`config.mk`:
```
export PLATFORM = sky130hd
export DESIGN_NAME = mcu_spi_link
export DESIGN_NICKNAME = d
export VERILOG_FILES = /design/src/rtl/mcu_spi_link.sv
export SDC_FILE = /design/constraint.sdc
export NUM_CORES = 1
export LEC_CHECK = 0
export ABC_AREA = 1
export CAP_MARGIN = 20
export CORE_MARGIN = 4
export CORE_UTILIZATION = 35
export CTS_BUF_LIST = sky130_fd_sc_hd__clkbuf_4 sky130_fd_sc_hd__clkbuf_8
export CTS_CLUSTER_SIZE = 30
export DETAILED_ROUTE_END_ITERATION = 6
export GPL_ROUTABILITY_DRIVEN = 0
export MAX_ROUTING_LAYER = met4
export PLACE_DENSITY = 0.49
export SLEW_MARGIN = 30
export SYNTH_ARGS = -nofsm -noshare
export SYNTH_HDL_FRONTEND = slang
export SYNTH_SLANG_ARGS = --single-unit
```
`constraint.sdc`:
```
create_clock -name clk -period 6.3 [get_ports clk]
set_input_delay 1.575 -clock clk [delete_from_list [all_inputs] [get_ports clk]]
set_output_delay 1.575 -clock clk [all_outputs]
set_load 0.01 [all_outputs]
```
`src/rtl/mcu_spi_link.sv`:
```
// Purpose: SPI mode-0 slave link to the MCU. A TX command queue is fed by round-robin channels, and an RX frame decoder sits on the receive side.
// Latency: rx_valid/tx_sent appear about 3 clk after the last SCK rise (2-flop sync plus edge detect); MSB out about 3 clk after CS falls.
// Backpressure: a full queue withholds tx_ack so requests wait; the SPI side never stalls and sends a NOP frame when the queue is empty.
//
// Ports:
//   clk, reset                 system clock (>= 4x SCK), synchronous active-high reset
//   spi_sck/cs_n/mosi/miso     MCU SPI pins; the inputs are asynchronous
//   rx_cmd/addr/data, rx_valid last received frame, with a one-cycle strobe
//   busy                       set by INIT_START_CMD, cleared by INIT_DONE_CMD
//   tx_req/tx_frame/tx_ack     per-channel frame requests and a one-hot grant pulse
//   q_level, tx_sent           queue occupancy; pulse when a queued frame finishes on the wire
module mcu_spi_link #(
  parameter int          DATA_W         = 8,
  parameter int          NCH            = 4,
  parameter int          QDEPTH_LOG2    = 4,
  parameter logic [7:0]  NOP_CMD        = 8'hFF,
  parameter logic [7:0]  INIT_START_CMD = 8'hFD,
  parameter logic [7:0]  INIT_DONE_CMD  = 8'hFE
) (
  input  logic                     clk,
  input  logic                     reset,
  input  logic                     spi_sck,
  input  logic                     spi_cs_n,
  input  logic                     spi_mosi,
  output logic                     spi_miso,
  output logic [7:0]               rx_cmd,
  output logic [7:0]               rx_addr,
  output logic [DATA_W-1:0]        rx_data,
  output logic                     rx_valid,
  output logic                     busy,
  input  logic [NCH-1:0]           tx_req,
  input  logic [NCH*(16+DATA_W)-1:0] tx_frame,
  output logic [NCH-1:0]           tx_ack,
  output logic [QDEPTH_LOG2:0]     q_level,
  output logic                     tx_sent
);

  localparam int FW     = 16 + DATA_W;
  localparam int QDEPTH = 1 << QDEPTH_LOG2;
  localparam int CW     = $clog2(FW + 1);
  localparam int PW     = (NCH > 1) ? $clog2(NCH) : 1;
  localparam int QCW    = QDEPTH_LOG2 + 1;

  // ---------------------------------------------------------------------------
  // Input synchronisers and edge detection
  // ---------------------------------------------------------------------------
  logic [2:0] sck_q;
  logic [1:0] cs_q;
  logic       cs_d;
  logic [1:0] mosi_q;

  // The CS chain resets to 0 ("low"). A falling edge therefore needs CS to be
  // seen high first. This stops a link reset mid-frame from restarting
  // reception while the MCU still holds CS low.
  always_ff @(posedge clk) begin
    if (reset) begin
      sck_q  <= '0;
      cs_q   <= '0;
      cs_d   <= 1'b0;
      mosi_q <= '0;
    end else begin
      sck_q  <= {sck_q[1:0], spi_sck};
      cs_q   <= {cs_q[0], spi_cs_n};
      cs_d   <= cs_q[1];
      mosi_q <= {mosi_q[0], spi_mosi};
    end
  end

  logic sck_rise, sck_fall, cs_fall, cs_high;

  assign sck_rise = sck_q[1] & ~sck_q[2];
  assign sck_fall = ~sck_q[1] & sck_q[2];
  assign cs_fall  = cs_d & ~cs_q[1];
  assign cs_high  = cs_q[1];

  // ---------------------------------------------------------------------------
  // Frame control
  // ---------------------------------------------------------------------------
  logic              in_frame;
  logic [CW-1:0]     bit_cnt;
  logic [FW-1:0]     tx_sh;
  logic [FW-2:0]     rx_sh;
  logic [FW-1:0]     rx_word;
  logic              hold_vld;
  logic [FW-1:0]     hold_dat;

  logic              frame_start;
  logic              sample_bit;
  logic              shift_bit;
  logic              frame_done;

  // The queue signals are declared here because frame start pops the queue.
  logic [FW-1:0]     q_mem [QDEPTH];
  logic [QDEPTH_LOG2-1:0] wr_ptr, rd_ptr;
  logic [QCW-1:0]    q_cnt;
  logic              q_full, q_empty;
  logic [FW-1:0]     q_head;
  logic              push, pop;

  assign q_full  = (q_cnt == QCW'(QDEPTH));
  assign q_empty = (q_cnt == '0);
  assign q_head  = q_mem[rd_ptr];

  // A frame starts on CS falling, or back-to-back on the SCK fall that
  // follows the FW-th rise while CS stays low.
  assign frame_start = cs_fall |
                       (in_frame & ~cs_high & sck_fall & (bit_cnt == CW'(FW)));
  assign sample_bit  = in_frame & ~cs_high & sck_rise & (bit_cnt < CW'(FW));
  // MSB is already on the pin at frame start. Falls after rises 1..FW-1
  // advance to the next bit.
  assign shift_bit   = in_frame & ~cs_high & sck_fall &
                       (bit_cnt != '0) & (bit_cnt < CW'(FW));
  assign frame_done  = sample_bit & (bit_cnt == CW'(FW - 1));
  assign rx_word     = {rx_sh, mosi_q[1]};

  // The hold register follows the current non-NOP outgoing frame from
  // frame start until it completes. An aborted frame therefore stays in the
  // hold register, and it is preferred over the queue at the next start.
  assign pop = frame_start & ~hold_vld & ~q_empty;

  always_ff @(posedge clk) begin
    if (reset) begin
      in_frame <= 1'b0;
      bit_cnt  <= '0;
      tx_sh    <= '0;
      rx_sh    <= '0;
      hold_vld <= 1'b0;
      hold_dat <= '0;
    end else begin
      if (frame_start) begin
        in_frame <= 1'b1;
        bit_cnt  <= '0;
        if (hold_vld) begin
          tx_sh <= hold_dat;
        end else if (!q_empty) begin
          tx_sh    <= q_head;
          hold_dat <= q_head;
          hold_vld <= 1'b1;
        end else begin
          tx_sh <= {NOP_CMD, {(FW-8){1'b0}}};
        end
      end else if (in_frame && cs_high) begin
        // CS went high: any partial RX is dropped and hold_vld is kept.
        in_frame <= 1'b0;
      end else begin
        if (sample_bit) begin
          rx_sh   <= rx_word[FW-2:0];
          bit_cnt <= bit_cnt + 1'b1;
        end
        if (shift_bit) begin
          tx_sh <= {tx_sh[FW-2:0], 1'b0};
        end
        if (frame_done && hold_vld) begin
          hold_vld <= 1'b0;
        end
      end
    end
  end

  assign spi_miso = in_frame & tx_sh[FW-1];

  // ---------------------------------------------------------------------------
  // RX capture, busy flag, sent pulse
  // ---------------------------------------------------------------------------
  always_ff @(posedge clk) begin
    if (reset) begin
      rx_cmd   <= '0;
      rx_addr  <= '0;
      rx_data  <= '0;
      rx_valid <= 1'b0;
      busy     <= 1'b0;
      tx_sent  <= 1'b0;
    end else begin
      rx_valid <= frame_done;
      tx_sent  <= frame_done & hold_vld;
      if (frame_done) begin
        rx_cmd  <= rx_word[DATA_W+8 +: 8];
        rx_addr <= rx_word[DATA_W +: 8];
        rx_data <= rx_word[DATA_W-1:0];
        if (rx_word[DATA_W+8 +: 8] == INIT_START_CMD) begin
          busy <= 1'b1;
        end else if (rx_word[DATA_W+8 +: 8] == INIT_DONE_CMD) begin
          busy <= 1'b0;
        end
      end
    end
  end

  // ---------------------------------------------------------------------------
  // Round-robin arbiter. The grant is combinational, so tx_ack is seen in the
  // same cycle that the frame is pushed.
  // ---------------------------------------------------------------------------
  logic [PW-1:0]  rr_ptr;
  logic           found_hi, found_lo;
  logic [PW-1:0]  hi_idx, lo_idx;
  logic           gnt_vld;
  logic [PW-1:0]  gnt_idx;
  logic [FW-1:0]  gnt_frame;

  // The first pass looks at channels at or above the pointer, and the second
  // pass wraps to the channels below it.
  always_comb begin
    found_hi = 1'b0;
    found_lo = 1'b0;
    hi_idx   = '0;
    lo_idx   = '0;
    for (int j = 0; j < NCH; j++) begin
      if (!found_hi && tx_req[j] && (PW'(j) >= rr_ptr)) begin
        found_hi = 1'b1;
        hi_idx   = PW'(j);
      end
      if (!found_lo && tx_req[j]) begin
        found_lo = 1'b1;
        lo_idx   = PW'(j);
      end
    end
    gnt_vld = (found_hi | found_lo) & ~q_full & ~reset;
    gnt_idx = found_hi ? hi_idx : lo_idx;
  end

  always_comb begin
    gnt_frame = '0;
    tx_ack    = '0;
    for (int j = 0; j < NCH; j++) begin
      if (gnt_idx == PW'(j)) begin
        gnt_frame = tx_frame[j*FW +: FW];
      end
      tx_ack[j] = gnt_vld & (gnt_idx == PW'(j));
    end
  end

  assign push = gnt_vld;

  always_ff @(posedge clk) begin
    if (reset) begin
      rr_ptr <= '0;
    end else if (gnt_vld) begin
      rr_ptr <= (gnt_idx == PW'(NCH - 1)) ? '0 : gnt_idx + 1'b1;
    end
  end

  // ---------------------------------------------------------------------------
  // TX queue
  // ---------------------------------------------------------------------------
  always_ff @(posedge clk) begin
    if (push) begin
      q_mem[wr_ptr] <= gnt_frame;
    end
  end

  always_ff @(posedge clk) begin
    if (reset) begin
      wr_ptr <= '0;
      rd_ptr <= '0;
      q_cnt  <= '0;
    end else begin
      if (push) begin
        wr_ptr <= wr_ptr + 1'b1;
      end
      if (pop) begin
        rd_ptr <= rd_ptr + 1'b1;
      end
      case ({push, pop})
        2'b10:   q_cnt <= q_cnt + 1'b1;
        2'b01:   q_cnt <= q_cnt - 1'b1;
        default: q_cnt <= q_cnt;
      endcase
    end
  end

  assign q_level = q_cnt;

endmodule

```
==> impl_metrics.py <==
metrics = {
    "outcome": {
        "status": "completed",
    },
    "routing": {
        "drc_errors": 0,
        "drtIter0Drc": 1269,
        "num_vias": 15700,
        "ant_nets": 0,
        "wirelength_um": 62300,
        "avgViaCountPerCell": 5.14,
        "firstDrtPassIters": 5,
        "routedWlPerCell_um": 20.4,
    },
    "cts": {
        "postCtsSetupBuffers": 0,
        "cts_buffer_depth": 3,
        "ctsHoldBuffers": 0,
        "worst_skew_pair.late_latency_ns": 0.67,
        "h-tree-depth": 3,
        "cts_resized": 0,
        "cts_buffers": 90,
        "clockRootBuffer": "clkbuf_8",
        "cts_sinks": 516,
        "clk_pin_slew_ns": 0.06,
        "cts_tree": "yes",
    },
    "yosys": {
        "async_flop_share_pct": 0,
        "avgSynthCellArea_um2": 10.6,
        "synthFlopType": "edfxtp_1",
        "yosysUniqueCellTypes": 38,
        "yosys.area.top_type": "edfxtp_1",
        "synth.top_cells.by_count": "384 x edfxtp_1, 380 x nor2_1, 194 x nand2_1, 182 x o21ai_0, 132 x dfxtp_1",
        "synth.top_cell.area_share_pct": 53.8,
        "yosys_register_bits": 516,
        "postSynthCellCount": 2024,
        "ys_top_cells_by_area": "edfxtp_1 54%, dfxtp_1 12%, nor2_1 6.7%",
        "syn_nets": 2144,
        "ys_warn_count": 0,
        "syn_area_um2": 21400,
        "synth.most_common_cell": "edfxtp_1",
        "seq_area_frac_synth_pct": 66.1,
        "synth_edf_count": 384,
    },
    "setup_path": {
        "endpoint_kind": "primary output",
        "critPathMaxFanout": 4,
        "critical_path_class": "input port to primary output",
        "crit_path_frequent_cell": "inv_1",
        "start_kind": "input port",
        "path_delay_family": "buffers and inverters",
        "worstPathArrival_ns": 3.75,
        "slowest_delay_ns": 0.56,
        "crit_chain": "clkdlybuf4s50_1, inv_1, nor3_1, a21oi_1, o21ai_0, nor2_1, nand2_1, nand2_1, inv_1, ha_1, inv_1, nor2_1, clkdlybuf4s50_1",
        "critPathSlowestCell": "clkdlybuf4s50_1",
        "required_ns": 4.72,
        "crit_buf_inv": 5,
    },
    "pwr": {
        "sw_frac_of_total_pct": 25.1,
        "vdd_ir_drop_max_mv": 0.138,
        "power_density_nw_per_um2": 304,
        "internal-power_mw": 5.88,
        "p_sw_mw": 1.98,
        "combPwrFrac_pct": 10.5,
        "seq_power_share_pct": 50.3,
        "clockPowerShare_pct": 39.2,
        "leakagePower_nw": 9.11,
    },
    "grt": {
        "grt_overflow": 0,
        "grt_pass1_vias": 15200,
        "grt_max_degree": 201,
        "grt_usage_pct": 19.1,
        "grt_pass1_wl_um": 93300,
        "antenna_found_initial": 1,
    },
    "floorplanning": {
        "rows": 90,
        "die_area_um2": 65300,
        "ios": 142,
        "start_util_pct": 35.4,
        "coreArea_um2": 60500,
        "die_height_um": 255,
        "die_w_um": 255,
    },
    "sta": {
        "worstMarginPinSlew_ns": 0.995,
        "finClkSkew_ns": 0.0368,
        "max_slew_margin_pct": 33.7,
        "finalSetupTns_ns": 0,
        "rsz0062_at_grt": "false",
        "drv_slew": 0,
        "setup_viol": 0,
        "timing.final.crit_period_ns": 5.32,
        "worst_hold_slack_ns": 0.400,
        "max_freq_mhz": 188,
        "fin_crit_sh_pct": 84.5,
        "hold_violations": 0,
    },
    "placement": {
        "io_buffers": 141,
        "dp_hpwl_um": 36200,
    },
    "final_layout": {
        "multiInputGateArea_um2": 6280,
        "final_nets": 2307,
        "area_delta_synth_final_pct": 20.4,
        "fillers": 5698,
        "seq_area_um2": 14200,
        "drive_above_1_share_pct": 12.2,
    },
    "run": {
        "drv_cap": 0,
    },
    "worst_hold_path": {
        "hp-class": "register to register",
    },
}
==> cells by family (layout without fill, tap and decap cells) <==
logic type,after synthesis,after routing,synth area share (%)
AO/OA/AOI/OAI,500,500,13.4
AND/OR/NAND/NOR,726,726,13.8
buffers and inverters,261,502,5.52
XOR/XNOR,6,6,0.245
other,0,1,0
adder cells (fa/ha/maj),15,15,0.876
flip-flops,516,516,66.1
==> worst register-to-register path, cell delays in order, from the launching register on <==
cell      delay, ns
dfxtp_1        0.87
inv_2          0.29
nand2_1        0.14
inv_1          0.12
nand2_1        0.12
clkinv_2       0.08
buf_4          0.21
ha_1           0.31
xor2_1         0.19
ha_1           0.19
inv_1          0.05
nand2_1        0.07
a31oi_1        0.20
xor2_1         0.16
nand2_1        0.06
a21oi_1        0.12
==> layout make-up <==
| class | count | area share (%) |
|---|---|---|
| clock buffer | 135 | 6.26 |
| multi-input combinational | 1247 | 24.4 |
| timing repair buffer | 203 | 7.87 |
| tap | 782 | 3.79 |
| clock inverter | 35 | 0.834 |
| sequential | 516 | 55.0 |
| inverter | 129 | 1.90 |
| antenna | 1 | 0.00970 |
==> sequential cells by signal, indices dropped and copies added (netlist names), named ones only <==
signal and cells:
rr_ptr 2, rx_data 8, q_level 5, tx_sent 1, q_mem 384, in_frame 1, busy 1, cs_q 2
rx_valid 1, rx_sh 23, rx_cmd 8, bit_cnt 5, cs_d 1, tx_sh 24, wr_ptr 4, hold_vld 1
hold_dat 24, rx_addr 8, rd_ptr 4, sck_q 3, mosi_q 2
==> per-stage QoR <==
stage                     total power [mW]  utilization (%)  worst slack [ns]  cell area (µm²)  cells
after detailed placement              4.85             39.6             0.957            23900   2877
after CTS                             7.94             42.6             0.952            25800   3047
after global routing                  8.20             42.7             0.796            25800   3048
final                                 7.85             42.7             0.978            25800   3048
after floorplan                       4.44                -              1.63            21400   2024
after global placement                4.83             39.2              1.03            23700   2868
==> cell usage in the layout, fill, tap and decap left out, drive strengths merged <==
cell type | Yosys | layout
a211oi | 3 | 3
a21oi | 106 | 106
a221oi | 24 | 24
a31oi | 2 | 2
and3 | 1 | 1
buf | 64 | 63
bufinv | 0 | 1
clkbuf | 68 | 135
clkdlybuf4s50 | 0 | 140
clkinv | 2 | 32
clkinvlp | 0 | 2
dfxtp | 132 | 132
diode | 0 | 1
edfxtp | 384 | 384
ha | 15 | 15
inv | 127 | 129
nand2 | 202 | 202
nand3 | 126 | 126
nand3b | 2 | 2
nand4 | 2 | 2
nor2 | 381 | 381
nor3 | 8 | 8
nor4 | 4 | 4
o211ai | 72 | 72
o21ai | 266 | 266
o21bai | 2 | 2
o22ai | 1 | 1
o31ai | 24 | 24
xnor2 | 1 | 1
xor2 | 5 | 5
==> final timing paths <==
| path | start | to | slack, ns | depth (start not counted) |
|---|---|---|---|---|
| worst max-delay path | tx_req[0] | tx_ack[1] | 0.98 | 13 |
| worst min-delay path | mosi_q[0] | mosi_q[1] | 0.40 | 2 |
| worst max register to register | hold_vld | q_level[4] | 3.04 | 15 |
| worst min register to register | mosi_q[0] | mosi_q[1] | 0.40 | 2 |
==> power groups by stage <==
stage	registers (mW)	clock network, mW	logic [mW]
detailed placement	4.02	0	0.827
finish	3.95	3.08	0.827
CTS	3.95	3.16	0.828
floorplan	4.02	0	0.421
global route	3.95	3.33	0.916
global placement	4.02	0	0.808
==> layer usage <==
layer / wire (µm) / track usage (%) / vias to the layer above
met3: 4060 / 4.34 / 127
met5: 0 / - / -
met4: 1520 / 5.62 / 0
met2: 28200 / 29.0 / 510
li1: - / - / 7450
met1: 28500 / 25.7 / 7572
No activity file was read; power rests on OpenSTA's default activity.
